===== config.mk =====
export PLATFORM = sky130hd
export DESIGN_NAME = rd_req_scheduler
export DESIGN_NICKNAME = d
export VERILOG_FILES = /design/src/rtl/rd_sched_pkg.sv /design/src/rtl/rd_credit_counter.sv /design/src/rtl/rd_req_scheduler.sv
export SDC_FILE = /design/constraint.sdc
export NUM_CORES = 1
export LEC_CHECK = 0
export CORE_MARGIN = 3
export CORE_UTILIZATION = 50
export CTS_CLUSTER_DIAMETER = 30
export DETAILED_ROUTE_END_ITERATION = 12
export DONT_BUFFER_PORTS = 1
export PLACE_DENSITY = 0.74
export RECOVER_POWER = 25
export SLEW_MARGIN = 10
export SYNTH_ARGS = -nofsm -noshare
export SYNTH_HDL_FRONTEND = slang
export SYNTH_SLANG_ARGS = --single-unit
export TNS_END_PERCENT = 30

===== constraint.sdc =====
create_clock -name clk -period 2.8 [get_ports clk]
set_input_delay 0.28 -clock clk [delete_from_list [all_inputs] [get_ports clk]]
set_output_delay 0.28 -clock clk [all_outputs]
set_load 0.02 [all_outputs]

===== src/rtl/rd_sched_pkg.sv =====
// Shared types and default widths for the c0 read-request scheduler.
package rd_sched_pkg;

    localparam int unsigned RD_ADDR_WIDTH    = 42;
    localparam int unsigned RD_CNT_WIDTH     = 32;
    localparam int unsigned RD_TAG_WIDTH     = 16;
    localparam int unsigned RD_OUT_WIDTH     = 8;
    localparam int unsigned RD_MAX_OUTSTANDING_DFLT = 64;

    typedef enum logic [1:0] {
        IDLE  = 2'd0,
        ISSUE = 2'd1,
        DRAIN = 2'd2,
        DONE  = 2'd3
    } t_rd_sched_state;

endpackage


===== src/rtl/rd_credit_counter.sv =====
// Up/down in-flight read counter; a decrement at zero holds and flags underflow.
module rd_credit_counter #(
    parameter int unsigned LIMIT = 64,
    parameter int unsigned CNT_W = 8
) (
    input  logic             clk,
    input  logic             rst_n,
    input  logic             inc_i,
    input  logic             dec_i,
    output logic [CNT_W-1:0] count_o,
    output logic             at_limit_c,
    output logic             underflow_c
);

    logic [CNT_W-1:0] count_q;
    logic [CNT_W-1:0] count_d;

    assign at_limit_c  = (count_q >= CNT_W'(LIMIT));
    assign underflow_c = dec_i && !inc_i && (count_q == '0);
    assign count_o     = count_q;

    // Simultaneous inc/dec cancel out.
    always_comb begin
        count_d = count_q;
        if (inc_i && !dec_i) begin
            count_d = count_q + CNT_W'(1);
        end else if (dec_i && !inc_i && (count_q != '0)) begin
            count_d = count_q - CNT_W'(1);
        end
    end

    always_ff @(posedge clk or negedge rst_n) begin
        if (!rst_n) begin
            count_q <= '0;
        end else begin
            count_q <= count_d;
        end
    end

endmodule


===== src/rtl/rd_req_scheduler.sv =====
// Issues one c0 read request per cycle over a job's source lines, throttled by
// almost-full signals and an in-flight credit limit; drains responses to done.
module rd_req_scheduler
    import rd_sched_pkg::*;
#(
    parameter int unsigned ADDR_WIDTH      = RD_ADDR_WIDTH,
    parameter int unsigned CNT_WIDTH       = RD_CNT_WIDTH,
    parameter int unsigned TAG_WIDTH       = RD_TAG_WIDTH,
    parameter int unsigned MAX_OUTSTANDING = RD_MAX_OUTSTANDING_DFLT
) (
    input  logic                    clk,
    input  logic                    Resetb,
    input  logic                    start,
    input  logic                    abort,
    input  logic [ADDR_WIDTH-1:0]   src_base,
    input  logic [CNT_WIDTH-1:0]    num_lines,
    input  logic                    c0_alm_full,
    input  logic                    c1_alm_full,
    input  logic                    wr_fifo_alm_full,
    input  logic                    rd_rsp_valid,
    output logic                    rd_req_valid,
    output logic [ADDR_WIDTH-1:0]   rd_req_addr,
    output logic [TAG_WIDTH-1:0]    rd_req_mdata,
    output logic                    busy,
    output logic                    done,
    output logic                    aborted,
    output logic [CNT_WIDTH-1:0]    req_cnt,
    output logic [CNT_WIDTH-1:0]    rsp_cnt,
    output logic [RD_OUT_WIDTH-1:0] outstanding,
    output logic                    err_unexp_rsp
);

    t_rd_sched_state state_q, state_d;

    logic [ADDR_WIDTH-1:0]   src_base_q, src_base_d;
    logic [CNT_WIDTH-1:0]    num_lines_q, num_lines_d;
    logic [CNT_WIDTH-1:0]    req_cnt_q, req_cnt_d;
    logic [CNT_WIDTH-1:0]    rsp_cnt_q, rsp_cnt_d;
    logic                    aborted_q, aborted_d;
    logic                    err_q, err_d;
    logic                    req_valid_q, req_valid_d;
    logic [ADDR_WIDTH-1:0]   req_addr_q, req_addr_d;
    logic [TAG_WIDTH-1:0]    req_mdata_q, req_mdata_d;
    logic                    busy_q, busy_d;
    logic                    done_q, done_d;

    logic                    issue_c;
    logic                    last_c;
    logic                    at_limit_c;
    logic                    underflow_c;
    logic [RD_OUT_WIDTH-1:0] outstanding_w;

    // Abort suppresses the issue in the same cycle it is seen.
    assign issue_c = (state_q == ISSUE) && !c0_alm_full && !c1_alm_full &&
                     !wr_fifo_alm_full && !at_limit_c &&
                     (req_cnt_q < num_lines_q) && !abort;
    assign last_c  = ((req_cnt_q + CNT_WIDTH'(1)) == num_lines_q);

    rd_credit_counter #(
        .LIMIT (MAX_OUTSTANDING),
        .CNT_W (RD_OUT_WIDTH)
    ) u_credit (
        .clk         (clk),
        .rst_n       (Resetb),
        .inc_i       (issue_c),
        .dec_i       (rd_rsp_valid),
        .count_o     (outstanding_w),
        .at_limit_c  (at_limit_c),
        .underflow_c (underflow_c)
    );

    always_comb begin
        state_d     = state_q;
        src_base_d  = src_base_q;
        num_lines_d = num_lines_q;
        req_cnt_d   = req_cnt_q;
        rsp_cnt_d   = rsp_cnt_q;
        aborted_d   = aborted_q;
        err_d       = err_q | underflow_c;
        req_valid_d = 1'b0;
        req_addr_d  = req_addr_q;
        req_mdata_d = req_mdata_q;

        if (rd_rsp_valid && (state_q != IDLE)) begin
            rsp_cnt_d = rsp_cnt_q + CNT_WIDTH'(1);
        end

        if (issue_c) begin
            req_valid_d = 1'b1;
            req_addr_d  = src_base_q + ADDR_WIDTH'(req_cnt_q);
            req_mdata_d = req_cnt_q[TAG_WIDTH-1:0];
            req_cnt_d   = req_cnt_q + CNT_WIDTH'(1);
        end

        case (state_q)
            IDLE: begin
                if (start) begin
                    src_base_d  = src_base;
                    num_lines_d = num_lines;
                    req_cnt_d   = '0;
                    rsp_cnt_d   = '0;
                    aborted_d   = 1'b0;
                    err_d       = 1'b0;
                    state_d     = (num_lines == '0) ? DONE : ISSUE;
                end
            end
            ISSUE: begin
                if (abort) begin
                    aborted_d = 1'b1;
                    state_d   = DRAIN;
                end else if (issue_c && last_c) begin
                    state_d = DRAIN;
                end
            end
            DRAIN: begin
                if ((outstanding_w == RD_OUT_WIDTH'(0)) ||
                    ((outstanding_w == RD_OUT_WIDTH'(1)) && rd_rsp_valid)) begin
                    state_d = DONE;
                end
            end
            DONE: begin
                state_d = IDLE;
            end
            default: begin
                state_d = IDLE;
            end
        endcase

        busy_d = (state_d != IDLE);
        done_d = (state_d == DONE);
    end

    always_ff @(posedge clk or negedge Resetb) begin
        if (!Resetb) begin
            state_q     <= IDLE;
            src_base_q  <= '0;
            num_lines_q <= '0;
            req_cnt_q   <= '0;
            rsp_cnt_q   <= '0;
            aborted_q   <= 1'b0;
            err_q       <= 1'b0;
            req_valid_q <= 1'b0;
            req_addr_q  <= '0;
            req_mdata_q <= '0;
            busy_q      <= 1'b0;
            done_q      <= 1'b0;
        end else begin
            state_q     <= state_d;
            src_base_q  <= src_base_d;
            num_lines_q <= num_lines_d;
            req_cnt_q   <= req_cnt_d;
            rsp_cnt_q   <= rsp_cnt_d;
            aborted_q   <= aborted_d;
            err_q       <= err_d;
            req_valid_q <= req_valid_d;
            req_addr_q  <= req_addr_d;
            req_mdata_q <= req_mdata_d;
            busy_q      <= busy_d;
            done_q      <= done_d;
        end
    end

    assign rd_req_valid  = req_valid_q;
    assign rd_req_addr   = req_addr_q;
    assign rd_req_mdata  = req_mdata_q;
    assign busy          = busy_q;
    assign done          = done_q;
    assign aborted       = aborted_q;
    assign req_cnt       = req_cnt_q;
    assign rsp_cnt       = rsp_cnt_q;
    assign outstanding   = outstanding_w;
    assign err_unexp_rsp = err_q;

endmodule


-- Word level (Yosys, flattened, before mapping)
Cells that the tools add are included.
- mux-type cells: 20
- reductions and logical operators: 31
- bitwise logic cells: 1
- eq/ne operators: 8
- $add $sub $neg: 5
- magnitude comparators: 2
- operators with widths (cell ; count):
    2-to-1 mux 32 bit ; 6
    adder 32 x 1 -> 32 bit (second input constant) ; 2
    adder 42 x 32 -> 42 bit ; 1
    equality test 32 bit ; 1
    zero test 32 bit ; 1
    less-than comparator 32 bit ; 1
    2-to-1 mux 8 bit ; 2
    logical AND 1 bit ; 13
    2-to-1 mux 2 bit ; 5
    adder 8 x 1 -> 8 bit (second input constant) ; 1
    equality test 8 x 1 -> 1 bit (second input constant) ; 1
    greater-or-equal comparator 8 x 7 -> 1 bit (second input constant) ; 1
    zero test 8 bit ; 1
    one-hot mux 2 bit (4 select lines) ; 1
    nonzero test 2 bit ; 4
    nonzero test 8 bit ; 1
    subtractor 8 x 1 -> 8 bit (second input constant) ; 1
    zero test 1 bit ; 7
    equality test 2 bit (second input constant) ; 3
    2-to-1 mux 1 bit ; 5
    inequality test 2 bit (second input constant) ; 2
    AND reduction 3 bit ; 1
    equality test 2 x 1 -> 1 bit (second input constant) ; 1
    zero test 2 bit ; 1
    4 further kinds ; 4
- logic and storage cells: 80
- input port bits: 82
- output and inout bits: 135
- register bits: 211

-- Longest topological paths before layout
Gate-level depths: netlist (run 1).
- word-level depth: 13
- gate-level depth with buffers: 12
- gate-level depth less buffers: 12

-- By module
Synthesis (run 1) repeated with hierarchy kept, for this count alone.
- cell total of the unflattened synthesis: 1362
- area total of the unflattened synthesis: 12664.6 um^2
- by module, submodules not included (module ; cells each ; area an instance (um^2) ; seq. area each (um^2) ; times used):
    rd_req_scheduler ; 1301 ; 12021.5 ; 5079.9 ; 1
    rd_credit_counter ; 61 ; 643.1 ; 200.2 ; 1

-- Least setup slack after synthesis (run 1)
OpenSTA, ideal clock, no wires.
- path kind: register -> register
- start: register req_cnt_q[1], in the netlist req_cnt[1]
- end: register state_q[1]
- arrival time: 3047 ps
- clock period less this slack: 3113 ps
- data required time: 2734 ps
- cell stages (with the launch flop): 11
- library setup time: 66 ps
- path buffers: 0
- setup slack: -313 ps
- cells stage by stage: dfrtp_1 > ha_1 > nand3_2 > nor4_4 > nand2b_2 > or4_4 > xnor2_1 > o21ai_1 > a2111o_1 > a2111oi_2 > nand2b_1
- word-level cells in the longest chain between the ends: 7
- elaborated cells on any way between the ends: 9
- classes of those cells: add/sub: 1; order compare: 1; eq/ne: 1; mux: 3; reduce/logical: 3
- RTL lines (what ; RTL line ; RTL):
    start: declaration ; rd_req_scheduler.sv:37 ; logic [CNT_WIDTH-1:0] req_cnt_q, req_cnt_d;
    start signal: assignment ; rd_req_scheduler.sv:151 ; req_cnt_q <= req_cnt_d;
    branches (longest 3 deep; another with adder 32 x 1 -> 32 bit) ; - ;
    logical AND 1 bit (*) ; rd_req_scheduler.sv:111 ; end else if (issue_c && last_c) begin
    2-to-1 mux 2 bit (*) ; rd_req_scheduler.sv:111 ;
    2-to-1 mux 2 bit (*) ; rd_req_scheduler.sv:108 ; if (abort) begin
    one-hot mux 2 bit (4 select lines) (*) ; rd_req_scheduler.sv:95 ; case (state_q)
    named net state_d[1] ; rd_req_scheduler.sv:33 ; t_rd_sched_state state_q, state_d;
    end signal: assignment ; rd_req_scheduler.sv:148 ; state_q <= state_d;
    end: declaration ; rd_req_scheduler.sv:33 ;
Mark *: on every way through the listed nets, which the timed path passes.
A chain may end at the register's enable or synchronous reset.

-- Worst setup path in the final report (run 1)
- start: register req_cnt_q[9], in the netlist req_cnt[9]
- end: register state_q[0]
Same word-level chain as after synthesis.

==> results by group, run 1 <==
Status
  – Outcome: finished, violations left
  – Failing checks: hold timing, setup timing

Yosys
  – Yosys cell types: between 70 and 80
  – Synth Net Count: approximately 1500
  – Sequential area share after synthesis: roughly 43%
  – Post-synth EDFFs: 0
  – Avg Inst Size Synth: around 9.2 sq um
  – Mapped Cells: 1342
  – Synth Cell Area: around 12000 sq um
  – Post-synthesis register bit count: 211
  – Synth Warn #: 0
  – Synth Flop Type: dfrtp_1
  – Synth async-reset ratio: 100%

Finish
  – Non-filler cells, final: between 1500 and 2000
  – Layout cells sized above 1: between 20 and 30%
  – Final nets: 1767
  – Ant diodes: 0
  – Area growth, synth to finish: 40.3%

Power
  – Sw Share: 35.3%
  – Lkg Pwr: between 0.007 and 0.008 uW
  – Reg power frac: approximately a third
  – Worst VDD drop: ~580 uV
  – Comb power frac: 29.5%
  – Power per standard cell area: about 880 nW/um^2
  – Pint: approximately 9800 uW
  – Switch Pwr: 5340 uW
  – Power Total: between 15000 and 20000 uW
  – Clock share of power: 37.2%

Timing
  – Worst-Margin Slew: about 1100 ps
  – Worst setup margin: -247 ps
  – Setup TNS: -1680 ps
  – Tmin final: 3050 ps
  – RSZ-0062 raised after global routing: true
  – Final period utilization: 109%
  – Final Setup Violations: 31
  – Fmax: 328 MHz
  – Worst slew margin: 29.3%
  – Final setup skew: approximately 24 ps
  – Worst hold slack: -543 ps
  – Final Hold Violating Endpoints: about 210
  – Final slew viol count: 0

Worst setup path
  – CP Capture Type: register
  – Critical-path maximum fanout: 4
  – Crit start category: register
  – Worst Setup Path Type: reg -> reg
  – Worst EP required: approximately 3200 ps
  – Arrival time at the worst endpoint: between 3000 and 4000 ps

Hold path
  – Tightest Hold Check Type: in -> async

Clocking
  – Max Buffers Root-to-Sink: 3
  – CTS H-tree lvls: 2
  – # hold bufs at CTS: 77
  – Root Buffer: clkbuf_16
  – Number of buffers created by CTS: just under 50
  – TritonCTS clock tree: done
  – Clk Latency, worst-skew pair: approximately 540 ps
  – Clk sink count: between 200 and 250
  – Clock-pin slew on the worst setup and hold paths: about 50 ps

Detailed routing
  – WL/cell: about 20 um
  – Post-route ant nets: 0
  – Routed via count: approximately 11000
  – Routed WL: a little over 40 mm
  – Drt first pass iters: 7
  – Metal3 WL: 3.10 mm
  – Length of routed met2 wiring: roughly 20 mm
  – DRC viols: 0
  – DR iter-0 viols: 934
  – Routed length on met1: approximately 16 mm
  – Via density: between 5 and 6
  – Top layer in use: met4

Flow run
  – Max cap viols: 0

Place
  – Placed cell count: roughly 1800
  – DP HPWL: approximately 27 mm
  – Global placer's final weighted congestion: around 0.95
  – Pre-CTS WS: -331 ps
  – IO Port Bufs: 0

Die
  – Io pins: 217
  – Core Box Area: 23800 sq um
  – Die extent in y: 163 um
  – Die area: roughly 27000 sq um
  – Starting density of the core: approximately half
  – Die X: between 150 and 200 um
  – # rows: 56

GRT
  – Number of global-route vias before repair: about 11000
  – Global-route wire length before repair: around 60 mm
  – Initial antenna violation count: 0
  – Grt ovf: 0
  – Pin count of the biggest net entering global routing: between 200 and 250
  – Tot GR Track Use: between 20% and 30%
power groups by stage:
stage          Clock, uW  Sequential, uW  Combinational, uW
6_report            5620            5040               4460
5_1_grt             5850            5110               4870
4_1_cts             5670            4970               4010
3_5_place_dp           0            5000               3810
3_3_place_gp           0            4970               3690
2_1_floorplan          0            4800               2700
critical path: stages (launching register included):
cell       delay, ps
dfrtp_2          380
buf_4            130
nand4_1          200
or2_4            330
or4_4            550
xnor2_2          180
o311ai_2         130
a2111oi_2        340
nand4_1          190
a2111oi_4        410
nor2_1            90
flip-flops by register name, indices dropped and copies added, names as in the netlist:
signal	count
done	1
rsp_cnt	32
aborted	1
req_cnt	32
busy	1
rd_req_valid	1
rd_req_mdata	16
src_base_q	42
num_lines_q	32
state_q	2
u_credit.count_o	8
rd_req_addr	42
err_unexp_rsp	1
metal layers:
metal  global-route usage, %  vias to the layer above
met5                       0                        -
met4                    9.23                        0
met3                    6.05                      112
li1                        -                     5245
met1                    37.6                     5553
met2                    46.1                      532
timing repair:
item,4_1_cts,5_1_grt
pin swaps,3,54
buffers inserted,0,30
resized for setup,30,136
cloned,0,1
hold endpoints to repair,290,211
setup endpoints to repair,81,80
per-stage QoR:
stage | instance area (sq um) | hold WS [ps] | utilization (%)
floorplan | 12400 | -15.6 | -
global placement | 13900 | -1.24 | 58.3
detailed placement | 13900 | -2.41 | 58.3
CTS | 16400 | -562 | 68.8
global route | 17300 | -558 | 72.4
finish | 17300 | -543 | 72.4
area by class of cell:
class,instances,area [sq um]
tap,319,399
clock inverter,27,329
clock buffer,61,1310
multi-input combinational,1022,7300
inverter,54,203
sequential,211,5300
timing repair buffer,276,2410
fill,1627,6570
cells in the mapped netlist (6+ instances only):
master,instances,share of area (%)
ha_1,70,7.1
o21ai_0,112,4.6
nor2_1,103,3.1
xor2_1,73,5.2
a21oi_1,60,2.4
nand2_1,200,6.1
inv_1,54,1.6
nand2b_1,10,0.51
nor4_1,17,0.86
a21o_1,20,1.2
xnor2_1,70,5.0
dfrtp_1,211,43
mux2_2,43,3.9
or3_1,11,0.56
nor3_1,38,1.5
clkbuf_1,41,1.3
and2_1,6,0.31
and3_1,7,0.36
nor2b_1,8,0.41
nand4_1,35,1.8
nand3_1,44,1.8
buf_1,6,0.18
final timing paths:
path,start,endpoint,slack [ps],depth (start not counted)
hold reg to reg,src_base_q[30],src_base_q[30],510,1
setup reg to reg,req_cnt[9],state_q[0],-250,10
min in group clk,rd_rsp_valid,u_credit.count_o[2],10,2
max in group asynchronous,Resetb,rd_req_addr[29],3040,0
setup / recovery,req_cnt[9],state_q[0],-250,10
hold / removal,Resetb,num_lines_q[10],-540,0
placed cells by master, fill, tap and decap left out, types with 5 or more instances in the layout:
cell type      count
o21ai_2            9
buf_6             13
nor3_2             8
inv_1             53
or3_1             11
mux2_2            43
buf_4            178
o21ai_1           19
buf_12             5
a21oi_2           11
clkbuf_16         50
nand2b_1          10
clkbuf_1           8
nand2_1          195
dfrtp_2           16
xor2_1            73
and3_1             7
nand4_1           35
nor2_1           100
nand3_2            6
nand3_1           39
xnor2_1           67
a21o_1            20
bufinv_16          6
dlygate4sd3_1     77
clkinv_2           6
ha_1              60
o21ai_0           81
nor4_1            15
nor2b_1            6
dfrtp_1          195
a21oi_1           46
clkinvlp_4        10
nor3_1            26
ha_4              10
cell families (layout without fill, tap and decap cells):
logic type,Yosys count,after routing,synth area share [%]
AND/OR/NAND/NOR,509,509,19.5
AO/OA/AOI/OAI,252,252,12.3
flip-flops,211,211,42.9
XOR/XNOR,144,144,10.3
buffers and inverters,109,418,3.46
adder cells (fa/ha/maj),71,71,7.28
multiplexers,46,46,4.18
No activity file was read; power rests on OpenSTA's default activity.
==> run 2, diff against run 1 <==
--- a/config.mk
+++ b/config.mk
@@ -10,7 +10,7 @@
 export CTS_CLUSTER_DIAMETER = 30
 export DETAILED_ROUTE_END_ITERATION = 12
 export DONT_BUFFER_PORTS = 1
-export PLACE_DENSITY = 0.74
+export PLACE_DENSITY = 0.65
 export RECOVER_POWER = 25
 export SLEW_MARGIN = 10
 export SYNTH_ARGS = -nofsm -noshare
==> results by group, run 2 (synthesis gave the netlist of run 1 again) <==
Status
  – Outcome: finished, violations left
  – Failing checks: hold timing, setup timing

Finish
  – Post-layout instance area: 17100 sq um
  – Area growth, synth to finish: 38.6%
  – Non-filler cells, final: ~2000
  – Final Core Density: a little under three quarters
  – Final nets: ~1800
  – Ant diodes: 0
  – Commonest non-fill, non-tap cell in the layout: nand2_1
  – Most frequent cells in the layout: nand2_1 (197), dfrtp_1 (196), buf_4 (164)
  – Layout cells sized above 1: approximately a quarter

Flow run
  – Max cap viols: 0

Die
  – Io pins: about 220
  – Die extent in y: 163 um
  – Core Box Area: roughly 24000 sq um
  – Die area: 26500 sq um
  – # rows: 56
  – Die X: around 160 um
  – Starting density of the core: around half

Power
  – Power per standard cell area: 879 nW/um^2
  – Worst VDD drop: 928 uV
  – Power Total: between 10000 and 15000 uW
  – Lkg Pwr: approximately 0.0077 uW

Detailed routing
  – Via density: between 5 and 6
  – DR iter-0 viols: ~760
  – Routed WL: ~37 mm
  – Routed length on met1: roughly 16 mm
  – Routed via count: about 11000
  – Top layer in use: met4
  – DRC viols: 0
  – Metal3 WL: 3.05 mm
  – WL/cell: 19.1 um
  – Length of routed met2 wiring: roughly 18 mm
  – Drt first pass iters: 5
  – Post-route ant nets: 0

Worst setup path
  – Slowest Stage Delay on Critical Path: 490 ps
  – RR Endpoint: state_q[1]
  – Worst Setup Path Type: reg -> reg
  – Arrival time at the worst endpoint: roughly 3400 ps
  – FF-to-FF path depth: 11
  – CP max stage cell: or4_4
  – Critical-path maximum fanout: 7
  – R2R Path Start: req_cnt[1]
  – CP Cell Sequence: buf_4 > nand3_4 > buf_4 > or3_4 > nor2_2 > xnor2_1 > or4_4 > a2111oi_2 > nand4_1 > a2111oi_4 > nand2b_1
  – Worst EP required: 3280 ps
  – Crit start category: register
  – CP Capture Type: register
  – Worst reg2reg setup slack: -110 ps
  – Crit-path most repeated cell: buf_4

Timing
  – Tmin final: just under 3000 ps
  – Worst hold slack: -567 ps
  – Worst slew margin: a little over half
  – RSZ-0062 raised after global routing: true
  – Fmax: between 300 and 400 MHz
  – Final period utilization: 104%
  – Final Hold Violating Endpoints: around 210
  – Worst-Margin Slew: 687 ps
  – Final Setup Violations: 6
  – Final setup skew: ~13 ps
  – Final slew viol count: 0
  – Setup TNS: -254 ps
  – Worst setup margin: -110 ps

Clocking
  – Clk Latency, worst-skew pair: around 550 ps
  – CTS H-tree lvls: 2
  – Max Buffers Root-to-Sink: 3
  – Clock-pin slew on the worst setup and hold paths: approximately 50 ps
  – TritonCTS clock tree: done
  – # hold bufs at CTS: 77
  – Clk sink count: around 210
  – Root Buffer: clkbuf_16
  – Number of buffers created by CTS: 50

GRT
  – Tot GR Track Use: between 20% and 30%
  – Number of global-route vias before repair: 11000
  – Pin count of the biggest net entering global routing: approximately 210
  – Grt ovf: 0
  – Global-route wire length before repair: ~60 mm
  – Initial antenna violation count: 0

Place
  – Global placer's final weighted congestion: about 0.9
  – IO Port Bufs: 0
  – Placed cell areas: roughly 14000 sq um
  – Placed cell count: 1774
  – DP HPWL: about 26 mm

Hold path
  – Tightest Hold Check Type: in -> async
run 2: how the worst max path moves through the flow:
stage / startpoint / end
after floorplan: req_cnt[10] / state_q[1]
after global placement: req_cnt[0] / rd_req_addr[28]
after detailed placement: req_cnt[0] / state_q[1]
after CTS: req_cnt[0] / state_q[1]
after global routing: req_cnt[0] / state_q[1]
final: req_cnt[1] / state_q[1]
run 2: power breakdown:
| group | total (uW) | leakage, uW | internal, uW | switching, uW |
|---|---|---|---|---|
| logic | 4140 | 0.00415 | 1910 | 2230 |
| clock network | 5850 | 0.000834 | 3910 | 1940 |
| registers | 5000 | 0.00273 | 3910 | 1090 |
| total | 15000 | 0.00771 | 9720 | 5260 |
run 2: repair_timing:
item,4_1_cts,5_1_grt
gates resized for setup,29,95
setup endpoints to repair,45,97
buffers inserted,1,17
hold endpoints to repair,290,211
pin swaps,5,29
run 2: metal layers:
layer  GRT usage (%)  vias to the layer above
met4            7.69                        0
met1            36.6                     5269
met2            44.6                      435
li1                -                     5220
met5               0                        -
met3            7.04                       80
run 2: per-stage QoR:
stage | setup WS, ps | hold WS (ps)
final | -110 | -567
after global routing | -236 | -592
after CTS | -115 | -583
after detailed placement | -217 | -8.26
after global placement | -171 | -8.31
after floorplan | 6.09 | -15.6
run 2: critical path, delay by kind of cell, from the launching register on:
family / cells / cell delay, ps
xor gates and xnor gates: 1 / 70
buffers and inverters: 2 / 310
DFF: 1 / 410
AOI/OAI and AO/OA: 2 / 630
and+or+nand+nor: 6 / 1410
run 2: final cells by class:
type                    instances  area, sq um
clock inverters                34          388
inverters                      54          203
multi-input cells            1022         7100
repair buffers                263         2320
fillers                      1707         6770
clock buffers                  60         1340
flip-flops and latches        211         5300
well taps                     319          399
==> run 3, diff against run 2 <==
--- a/config.mk
+++ b/config.mk
@@ -10,7 +10,7 @@
 export CTS_CLUSTER_DIAMETER = 30
 export DETAILED_ROUTE_END_ITERATION = 12
 export DONT_BUFFER_PORTS = 1
-export PLACE_DENSITY = 0.65
+export PLACE_DENSITY_LB_ADDON = 0.15
 export RECOVER_POWER = 25
 export SLEW_MARGIN = 10
 export SYNTH_ARGS = -nofsm -noshare
==> results by group, run 3 (synthesis gave the netlist of run 1 again) <==
Worst setup path
  – Worst EP required: around 3300 ps
  – R2R Path Start: req_cnt[10]
  – Critical-path maximum fanout: 5
  – CP Capture Type: register
  – Worst Setup Path Type: reg -> reg
  – FF-to-FF path depth: 10
  – Worst reg2reg setup slack: -80 ps
  – RR Endpoint: state_q[1]
  – Arrival time at the worst endpoint: 3350 ps
  – Crit start category: register

Die
  – Core Box Area: between 20000 and 25000 sq um
  – Starting density of the core: between 50% and 60%
  – Io pins: 217
  – Die area: 26500 sq um
  – Die extent in y: about 160 um
  – Die X: 163 um
  – # rows: 56

Timing
  – Tmin final: between 2000 and 3000 ps
  – RSZ-0062 raised after global routing: true
  – Worst slew margin: 46.7%
  – Final setup skew: 21.0 ps
  – Worst hold slack: -557 ps
  – Final slew viol count: 0
  – Final Hold Violating Endpoints: roughly 210
  – Setup TNS: -126 ps
  – Fmax: between 300 and 400 MHz
  – Worst setup margin: -78.4 ps
  – Worst-Margin Slew: slightly below 800 ps
  – Final period utilization: 103%
  – Final Setup Violations: 3

Finish
  – Area growth, synth to finish: 40.4%
  – Non-filler cells, final: between 1500 and 2000
  – Final Core Density: 72.5%
  – Fillers: around 1700
  – Commonest non-fill, non-tap cell in the layout: dfrtp_1
  – FF+latch area: 5300 sq um
  – Most frequent cells in the layout: dfrtp_1 (195), nand2_1 (194), buf_4 (170)
  – Final nets: roughly 1800
  – Area of the multi-input gates: 7260 sq um
  – Layout cells sized above 1: approximately 27%
  – Ant diodes: 0

Detailed routing
  – Drt first pass iters: 5
  – Routed WL: just under 40 mm
  – Via density: roughly 5.7
  – DR iter-0 viols: between 700 and 800
  – WL/cell: roughly 20 um
  – Post-route ant nets: 0
  – DRC viols: 0
  – Routed via count: approximately 11000

Power
  – Power per standard cell area: 887 nW/um^2
  – Power Total: roughly 15000 uW
  – Worst VDD drop: 646 uV
  – Lkg Pwr: slightly below 0.008 uW

Flow run
  – Max cap viols: 0

Clocking
  – Number of buffers created by CTS: 48
  – CTS H-tree lvls: 2
  – TritonCTS clock tree: done
  – Clk sink count: between 200 and 250
  – Clk Latency, worst-skew pair: between 500 and 600 ps
  – Max Buffers Root-to-Sink: 3
  – # hold bufs at CTS: 76
  – Clock-pin slew on the worst setup and hold paths: 50 ps
  – Root Buffer: clkbuf_16

GRT
  – Global-route wire length before repair: 59.6 mm
  – Tot GR Track Use: 28.0%
  – Initial antenna violation count: 0
  – Number of global-route vias before repair: roughly 11000
  – Grt ovf: 0
  – Pin count of the biggest net entering global routing: between 200 and 250

Place
  – Placed cell count: roughly 1800
  – IO Port Bufs: 0
  – Global placer's final weighted congestion: approximately 0.91
  – DP HPWL: between 20 and 30 mm

Status
  – Failing checks: hold timing, setup timing
  – Outcome: finished, violations left

Hold path
  – Tightest Hold Check Type: in -> async
run 3: per-stage QoR:
stage	instance area [sq um]	worst slack [ps]	hold slack, ps
3_5_place_dp	13900	-309	-9.09
4_1_cts	16600	-177	-564
5_1_grt	17300	-207	-565
6_report	17300	-78.4	-557
2_1_floorplan	12400	6.09	-15.6
3_3_place_gp	13900	-276	-8.72
run 3: what timing repair did:
| action | CTS | global route |
|---|---|---|
| hold endpoints to repair | 288 | 211 |
| buffers inserted | 8 | 13 |
| gates resized for setup | 36 | 115 |
| setup endpoints to repair | 73 | 97 |
| cloned | 0 | 2 |
| pin swaps | 21 | 43 |
run 3: worst max-delay path by stage:
stage,start,to,depth (start not counted)
floorplan,req_cnt[10],state_q[1],10
global placement,req_cnt[0],state_q[1],10
detailed placement,req_cnt[0],state_q[1],10
CTS,req_cnt[5],state_q[1],9
global route,req_cnt[10],state_q[1],10
finish,req_cnt[10],state_q[1],10
run 3: cell type report:
class,count,share of cell area (%)
sequential,211,30.7
tap,319,2.31
multi-input combinational,1022,42.0
clock inverter,27,2.33
timing repair buffer,266,13.7
clock buffer,62,7.79
inverter,54,1.17
run 3: power breakdown:
part	leakage, uW	switching (uW)	total, uW	internal (uW)
clock	0.000839	1790	6000	4210
sequential	0.00273	1090	5000	3910
combinational	0.00424	2350	4330	1980
run 3: critical path, cell delays in order (launching register included):
cell and delay (ps):
dfrtp_2 390, buf_4 170, nand4_1 160, or2_4 330
or4_4 550, xnor2_2 150, o311ai_1 150, a2111oi_2 240
nand4_1 190, a2111oi_4 290, nand2b_4 190
run 3: per-layer routing:
| layer | GRT usage (%) | vias to the layer above | wire [um] |
|---|---|---|---|
| met5 | 0 | - | 0 |
| met4 | 8.73 | 0 | 1080 |
| met3 | 7.02 | 87 | 2920 |
| met2 | 44.6 | 422 | 18100 |
| met1 | 37.8 | 5411 | 16700 |
| li1 | - | 5221 | - |
